$ cat src/rtl/aibnd_rambit_pkg.sv
// Shared types and parameter limits for the rambit serial configuration controller.
package aibnd_rambit_pkg;

  typedef enum logic [1:0] {
    StIdle   = 2'd0,
    StShift  = 2'd1,
    StUpdate = 2'd2,
    StDone   = 2'd3
  } rb_state_e;

  localparam int unsigned ChainLenMin = 1;
  localparam int unsigned ChainLenMax = 1023;
  localparam int unsigned WordWMin    = 1;
  localparam int unsigned WordWMax    = 32;

endpackage

$ cat src/rtl/aibnd_rambit_cfg_ctl.sv
// Serialises host configuration words onto a rambit scan chain, LSB first,
// then strobes scan_update once the whole chain has been shifted.
module aibnd_rambit_cfg_ctl
  import aibnd_rambit_pkg::*;
#(
  parameter int unsigned CHAIN_LEN = 20,
  parameter int unsigned WORD_W    = 8
) (
  input  logic              i_cfg_avmm_clk,
  input  logic              i_cfg_avmm_rst_n,
  input  logic              cfg_start,
  input  logic [WORD_W-1:0] cfg_wdata,
  input  logic              cfg_wvalid,
  output logic              cfg_wready,
  output logic              scan_data,
  output logic              scan_shift_en,
  output logic              scan_update,
  output logic              cfg_busy,
  output logic              cfg_done,
  output logic              cfg_err
);

  localparam int unsigned BlW   = $clog2(CHAIN_LEN + 1);
  localparam int unsigned PendW = $clog2(WORD_W + 1);

  if (CHAIN_LEN < ChainLenMin || CHAIN_LEN > ChainLenMax ||
      WORD_W < WordWMin || WORD_W > WordWMax) begin : g_bad_param
    $error("aibnd_rambit_cfg_ctl: CHAIN_LEN or WORD_W out of range");
  end

  rb_state_e         state_q, state_d;
  logic [BlW-1:0]    bits_left_q, bits_left_d;
  logic [PendW-1:0]  pend_q, pend_d;
  logic [WORD_W-1:0] sreg_q, sreg_d;
  logic              err_q, err_d;
  logic              accept;
  logic              busy;
  logic [PendW-1:0]  n_bits;

  assign busy = (state_q == StShift) || (state_q == StUpdate);

  assign cfg_wready = (state_q == StShift) && (bits_left_q != '0) &&
                      (pend_q <= PendW'(1)) && !cfg_start;
  assign accept     = cfg_wvalid && cfg_wready;

  // Last word may be partial: only bits_left of its bits reach the chain.
  always_comb begin
    if (32'(bits_left_q) >= WORD_W) begin
      n_bits = PendW'(WORD_W);
    end else begin
      n_bits = PendW'(bits_left_q);
    end
  end

  always_comb begin
    state_d     = state_q;
    bits_left_d = bits_left_q;
    pend_d      = pend_q;
    sreg_d      = sreg_q;
    err_d       = cfg_wvalid && ((state_q == StIdle) || (state_q == StDone));

    if (cfg_start) begin
      state_d     = StShift;
      bits_left_d = BlW'(CHAIN_LEN);
      pend_d      = '0;
      err_d       = err_d || busy;
    end else begin
      unique case (state_q)
        StShift: begin
          if (pend_q != '0) begin
            sreg_d = sreg_q >> 1;
            pend_d = pend_q - PendW'(1);
          end
          // A reload on the last pending bit keeps the chain shifting gap-free.
          if (accept) begin
            sreg_d      = cfg_wdata;
            pend_d      = n_bits;
            bits_left_d = bits_left_q - BlW'(n_bits);
          end
          if (bits_left_d == '0 && pend_d == '0) begin
            state_d = StUpdate;
          end
        end
        StUpdate: state_d = StDone;
        StIdle:   ;
        StDone:   ;
        default:  state_d = StIdle;
      endcase
    end
  end

  always_ff @(posedge i_cfg_avmm_clk or negedge i_cfg_avmm_rst_n) begin
    if (!i_cfg_avmm_rst_n) begin
      state_q     <= StIdle;
      bits_left_q <= '0;
      pend_q      <= '0;
      sreg_q      <= '0;
      err_q       <= 1'b0;
    end else begin
      state_q     <= state_d;
      bits_left_q <= bits_left_d;
      pend_q      <= pend_d;
      sreg_q      <= sreg_d;
      err_q       <= err_d;
    end
  end

  assign scan_data     = sreg_q[0];
  assign scan_shift_en = (pend_q != '0);
  assign scan_update   = (state_q == StUpdate);
  assign cfg_busy      = busy;
  assign cfg_done      = (state_q == StDone);
  assign cfg_err       = err_q;

endmodule

$ cat config.mk
export PLATFORM = sky130hd
export DESIGN_NAME = aibnd_rambit_cfg_ctl
export DESIGN_NICKNAME = d
export VERILOG_FILES = /design/src/rtl/aibnd_rambit_pkg.sv /design/src/rtl/aibnd_rambit_cfg_ctl.sv
export SDC_FILE = /design/constraint.sdc
export NUM_CORES = 1
export LEC_CHECK = 0
export ABC_AREA = 0
export CORE_MARGIN = 1
export CORE_UTILIZATION = 53
export CTS_BUF_LIST = sky130_fd_sc_hd__clkbuf_8
export DETAILED_ROUTE_END_ITERATION = 10
export DONT_BUFFER_PORTS = 1
export HOLD_SLACK_MARGIN = 0.02
export PLACE_DENSITY = 0.67
export SYNTH_ARGS = -nofsm -noshare
export SYNTH_HDL_FRONTEND = slang
export SYNTH_SLANG_ARGS = --single-unit
$ cat constraint.sdc
create_clock -name i_cfg_avmm_clk -period 3.2 [get_ports i_cfg_avmm_clk]
set_input_delay 0.96 -clock i_cfg_avmm_clk [delete_from_list [all_inputs] [get_ports i_cfg_avmm_clk]]
set_output_delay 0.96 -clock i_cfg_avmm_clk [all_outputs]
set_load 0.05 [all_outputs]
==> impl_metrics.csv, run 1 <==
group,metric,value,unit
place,gp_congestion,0.877,
detailed_routing,vias,1070,
sta,maxSlewViolCount,0,
clock_tree,cts_resized,0,
synthesis,synth.avg_cell_area,8.89,sq um
hold_path,min_path_type,"input pin to asynchronous set/reset pin",
setup_path,arrival,2.02,ns
synthesis,synth_top_area_frac,0.370,
setup_path,cp.required,2.24,ns
synthesis,synth-edff-count,0,
die,rows,17,
sta,rsz0062_at_grt,"false",
clock_tree,cts_buffer_depth,2,
detailed_routing,routed_wl,2.69,mm
clock_tree,clock_latency,0.26,ns
synthesis,yosysTopAreaCell,"dfrtp_1",
sta,clock_skew,0.00776,ns
setup_path,crit_type,"flip-flop to output pin",
die,core,2300,sq um
sta,period_minus_slack,2.98,ns
setup_path,r2r-start,"state_q[1]$_DFFE_PN0P_",
place,dpl-instance-area,1340,sq um
place,hpwl,1.97,mm
synthesis,synth_top_flop_cell,"dfrtp_1",
sta,max_clock_freq,335,MHz
detailed_routing,ant_nets,0,
sta,tightestPinTransition,0.630,ns
sta,relSlewSlack,0.580,
setup_path,worstSetupEndpointType,"output pin",
die,die_w,52.5,um
sta,hold_viol,0,
place,port_buffers,0,
clock_tree,clkTransAtPathRegs,0.08,ns
clock_tree,holdBufCountCts,0,
clock_tree,clkSinkCount,20,
layout,nFillCells,203,
clock_tree,clockRootBuffer,"clkbuf_8",
detailed_routing,viasPerCell,6.08,
grt,grt_usage,0.233,
setup_path,worstPathMaxFanout,8,
synthesis,synth_async_sr_flop_share,1.00,
clock_tree,postCtsSetupBuffers,0,
power,p_per_area,906,nW/um^2
die,io_pins,19,
run_status,status,"complete, no violations",
power,power_leakage,0.000636,uW
grt,grt_pass1_wl,4.67,mm
layout,area_growth,3.43,%
layout,seqCellArea,500,sq um
clock_tree,cts_tree,"yes",
grt,grt_pass1_vias,1003,
synthesis,syn-cell-area,1350,sq um
detailed_routing,wl_per_cell,15.3,um
clock_tree,cts_buffers,3,
layout,fin_util,0.608,
power,vdd_drop_max,481,uV
job,drv_cap,0,
grt,grt_max_degree,21,
layout,nets,169,
layout,diodes,0,
synthesis,ys_seq_elements,20,
detailed_routing,drt_iter0_markers,30,
sta,setup_viol,0,
layout,drive_above_1_share,0.108,
setup_path,timing.rr.end,"state_q[0]$_DFFE_PN0P_",
detailed_routing,dr.pass1.iters,4,
synthesis,ys_warn_count,0,
die,die_area,2760,sq um
detailed_routing,drc_errors,0,
setup_path,worstSetupStartpointType,"flip-flop",
die,die_h,52.5,um
layout,multi_input_comb_area,762,sq um
sta,finalSetupTns,0,ns
synthesis,syn_inst,152,
setup_path,ff2ff_path_depth,8,
synthesis,yosysSeqAreaShare,0.370,
grt,grt-ovfl-total,0,
grt,antenna_found_initial,0,
synthesis,synth_cell_types,47,
synthesis,syn_nets,172,
synthesis,yosys-top-cells-area,"dfrtp_1, ha_1, nand2_1, nor2_1, a31oi_1",
clock_tree,cts_htree_levels,1,
die,initial_core_util,0.588,
layout,stdcell_area,1400,sq um
setup_path,reg2reg_slack,0.59,ns
sta,fin_crit_sh,0.932,
## routing by layer
metal,up-vias,GRT usage,share of wire,routed length (um)
met3,6,0.0551,0.045,120
met2,25,0.369,0.47,1270
met1,514,0.309,0.47,1260
met5,-,0,0,0
met4,0,0.0833,0.015,40
li1,525,-,-,-
## cell usage in the layout, fill, tap and decap left out, types with 2 or more instances in the layout
cell type,Yosys,routed
or2_2,2,2
a211oi_1,6,6
o21ai_0,3,3
nand2_1,17,17
nor3_1,2,2
nand4_1,2,2
a21oi_1,9,9
inv_1,10,10
nand3_1,2,2
nor2_1,15,15
a31oi_1,8,8
and3_1,2,2
nand3b_1,2,2
or3_1,2,2
mux2i_1,3,3
conb_1,2,2
nand2b_1,2,2
dfrtp_1,20,20
clkbuf_8,0,4
ha_1,8,8
o21a_1,2,2
## worst max-delay path, cell delays in order, from the launching register on
cell	delay [ns]
dfrtp_1	0.41
inv_1	0.07
ha_1	0.34
nor4b_2	0.41
o211a_1	0.52
## metrics by stage
step | setup slack [ns] | hold WS (ns) | power [uW] | instances
after floorplan | 0.497 | 0.487 | 983 | 152
after global placement | 0.437 | 0.509 | 1060 | 172
after detailed placement | 0.412 | 0.514 | 1070 | 172
after CTS | 0.215 | 0.379 | 1270 | 176
after global routing | 0.127 | 0.367 | 1380 | 176
final | 0.218 | 0.380 | 1270 | 176
## sequential cells by signal, indices dropped and copies added, names as in the netlist
name / flops
sreg_q: 8
pend_q: 4
state_q: 2
bits_left_q: 5
cfg_err: 1
## cell type report
type                            instances  share of cell area
Sequential cell                        20               0.358
Tap cell                               28              0.0251
Clock buffer                            4              0.0394
Inverter                               10              0.0269
Multi-Input combinational cell        113               0.545
Timing Repair Buffer                    1             0.00537
## how the worst max path moves through the flow
stage / startpoint / to / slack (ns)
floorplan: cfg_start / cfg_wready / 0.50
global placement: cfg_start / cfg_wready / 0.44
detailed placement: cfg_start / cfg_wready / 0.41
CTS: state_q[1]$_DFFE_PN0P_ / cfg_wready / 0.21
global route: state_q[1]$_DFFE_PN0P_ / cfg_wready / 0.13
finish: state_q[1]$_DFFE_PN0P_ / cfg_wready / 0.22
## power breakdown
part	leakage [uW]	switching [uW]	internal (uW)	total (uW)
logic	0.000371	381	245	626
registers	0.000236	108	336	444
clock network	0.0000288	85.6	110	195
## synthesized netlist by cell type (2+ instances only)
library cell	n
mux2i_1	3
inv_1	10
nand2b_1	2
nand3b_1	2
buf_2	2
a21oi_1	9
nand2_1	17
nor3_1	2
a31oi_1	8
nand4_1	2
buf_6	2
o21ai_0	3
dfrtp_1	20
clkbuf_1	5
nand3_1	2
nor2_1	15
or3_1	2
conb_1	2
ha_1	8
and3_1	2
a211oi_1	6
o21a_1	2
or2_2	2
## kinds of logic after synthesis
logic type               count (synthesis)  share of synthesized area
multiplexers                             5                     0.0417
flip-flops                              20                      0.370
AND/OR/NAND/NOR                         57                      0.226
other                                    2                    0.00556
XOR/XNOR                                 1                    0.00648
AO/OA/AOI/OAI                           40                      0.210
adder cells (fa/ha/maj)                  8                     0.0741
buffers and inverters                   19                     0.0657
Note: power is estimated with default switching activity, not from simulation.
==> run 2: changes to the inputs <==
- ABC_AREA: 0 -> 1
==> run 2 against run 1 <==
Against the previous run: clock skew fell by 0.0070 ns; count of clock-buffer cells in the layout is the same; non-clock buffer count is the same; die area shrank 1.1%; cell area increased by 0.63%; critical path type unchanged; highest routed layer unchanged.
==> impl_metrics.csv, run 2 <==
group,metric,value,unit
synthesis,ys_warn_count,0,
clock_tree,clock_latency,0.26,ns
clock_tree,cts_resized,0,
layout,final_common_cell,"nand2_1",
die,rows,17,
place,hpwl,1.97,mm
job,drv_cap,0,
sta,period_minus_slack,2.61,ns
synthesis,synth-edff-count,0,
synthesis,yosysTopAreaCell,"dfrtp_1",
grt,grt-ovfl-total,0,
sta,finalSetupTns,0,ns
detailed_routing,routed_wl,2.60,mm
detailed_routing,vias,1118,
setup_path,worstSetupEndpointType,"output pin",
die,die_w,52.2,um
sta,relSlewSlack,0.580,
grt,grt_pass1_vias,1037,
detailed_routing,drt_iter0_markers,19,
sta,max_clock_freq,384,MHz
setup_path,worstSetupStartpointType,"flip-flop",
sta,maxSlewViolCount,0,
detailed_routing,wl_per_cell,12.6,um
synthesis,synth.avg_cell_area,7.59,sq um
layout,area_growth,5.24,%
die,io_pins,19,
setup_path,arrival,1.65,ns
synthesis,yosysSeqAreaShare,0.375,
place,gp_congestion,0.930,
synthesis,syn_inst,176,
synthesis,synth_cell_types,29,
clock_tree,cts_buffer_depth,2,
synthesis,synth_top_flop_cell,"dfrtp_1",
clock_tree,clockRootBuffer,"clkbuf_8",
clock_tree,postCtsSetupBuffers,0,
synthesis,yosys-top-cells-area,"dfrtp_1, nand2_1, ha_1, nand3_1, inv_1",
sta,hold_viol,0,
clock_tree,holdBufCountCts,0,
sta,clock_skew,0.000801,ns
run_status,status,"complete, no violations",
detailed_routing,ant_nets,0,
die,die_h,52.2,um
hold_path,min_path_type,"input pin to asynchronous set/reset pin",
clock_tree,cts_htree_levels,1,
grt,grt_usage,0.218,
synthesis,synth_async_sr_flop_share,1.00,
synthesis,syn-cell-area,1340,sq um
sta,fin_crit_sh,0.815,
die,core,2300,sq um
synthesis,synth_top_area_frac,0.375,
setup_path,crit_start,"pend_q[0]$_DFFE_PN0P_",
place,port_buffers,0,
layout,largest_reg_flops,8,
layout,multi_input_comb_area,716,sq um
clock_tree,clkSinkCount,20,
synthesis,synthTopCellsByCount,"nand2_1, dfrtp_1, inv_1, nand3_1, nor2_1",
layout,reg.largest.list,"sreg_q (8), bits_left_q (5), pend_q (4)",
layout,seqCellArea,500,sq um
die,die_area,2730,sq um
synthesis,ys_seq_elements,20,
layout,nFillCells,219,
setup_path,worstPathMaxFanout,6,
setup_path,r2r-start,"pend_q[0]$_DFFE_PN0P_",
setup_path,crit_type,"flip-flop to output pin",
grt,antenna_found_initial,0,
sta,setup_viol,0,
sta,tightestPinTransition,0.628,ns
clock_tree,cts_tree,"yes",
layout,nets,199,
layout,diodes,0,
grt,grt_max_degree,21,
detailed_routing,viasPerCell,5.43,
grt,grt_pass1_wl,4.35,mm
layout,final_cell_mix,"nand2_1, dfrtp_1, inv_1",
die,initial_core_util,0.582,
sta,rsz0062_at_grt,"false",
clock_tree,cts_buffers,3,
clock_tree,clkTransAtPathRegs,0.07,ns
layout,regMostFlops,"sreg_q",
detailed_routing,dr.pass1.iters,5,
synthesis,syn_nets,196,
layout,drive_above_1_share,0.140,
setup_path,cp.required,2.24,ns
detailed_routing,drc_errors,0,
synthesis,synthMostInstantiatedCell,"nand2_1",
run 2: cell count changes after synthesis, moves of 3 or more:
cell	before	now
a21oi_1	9	0
nor2_2	0	3
inv_1	10	17
inv_2	0	5
nand2_1	17	51
a211oi_1	6	0
mux2i_1	3	0
clkbuf_1	5	0
o22ai_1	0	3
nand2_2	0	4
nand3_1	2	16
run 2: cell families (layout without fill, tap and decap cells):
| family | count (synthesis) | in the layout | synth area share |
|---|---|---|---|
| AO/OA/AOI/OAI | 18 | 18 | 0.0871 |
| XOR/XNOR | 2 | 2 | 0.0131 |
| adder cells (fa/ha/maj) | 8 | 8 | 0.0749 |
| buffers and inverters | 27 | 29 | 0.0899 |
| flip-flops | 20 | 20 | 0.375 |
| other | 2 | 2 | 0.00562 |
| AND/OR/NAND/NOR | 99 | 99 | 0.355 |
run 2: metrics by stage:
| stage | worst slack, ns | hold WS, ns | utilization | instance area (sq um) | cells |
|---|---|---|---|---|---|
| 2_1_floorplan | 0.520 | 0.489 | - | 1340 | 176 |
| 3_3_place_gp | 0.701 | 0.513 | 0.588 | 1350 | 202 |
| 3_5_place_dp | 0.681 | 0.520 | 0.588 | 1350 | 202 |
| 4_1_cts | 0.594 | 0.385 | 0.612 | 1410 | 206 |
| 5_1_grt | 0.505 | 0.375 | 0.612 | 1410 | 206 |
| 6_report | 0.594 | 0.389 | 0.612 | 1410 | 206 |
run 2: final cells by class:
cell class                 count  share of cell area
multi-input combinational    129               0.509
tap                           28              0.0249
clock buffer                   4              0.0391
timing repair buffer           1             0.00534
sequential                    20               0.356
inverter                      24              0.0658
run 2: critical path: stages, from the launching register on:
cell and delay (ns):
dfrtp_1 0.38, inv_1 0.18, ha_1 0.23, inv_1 0.05, nand2_1 0.10, nand3_1 0.11
nor2_2 0.12, buf_4 0.22
run 2: final timing paths:
path | cells after the start | endpoint | slack (ns)
max | 7 | cfg_wready | 0.59
max in group asynchronous | 0 | bits_left_q[1]$_DFFE_PN0P_ | 2.74
max reg2reg | 16 | state_q[0]$_DFFE_PN0P_ | 0.95
min in group i_cfg_avmm_clk | 2 | sreg_q[7]$_DFFE_PN0P_ | 0.54
min reg2reg | 2 | sreg_q[7]$_DFFE_PN0P_ | 0.54
min | 0 | pend_q[0]$_DFFE_PN0P_ | 0.39
run 2: per-layer routing:
layer | share of wire | wire, um | GRT usage | vias to the layer above
met5 | 0 | 0 | 0 | -
met4 | 0.0073 | 19 | 0.0526 | 0
met1 | 0.45 | 1160 | 0.257 | 521
met3 | 0.055 | 144 | 0.0609 | 2
li1 | - | - | - | 562
met2 | 0.49 | 1280 | 0.389 | 33
Power of run 2 is not shown: default switching activity piles up to over one toggle a cycle in this logic, so the estimate is an artifact.
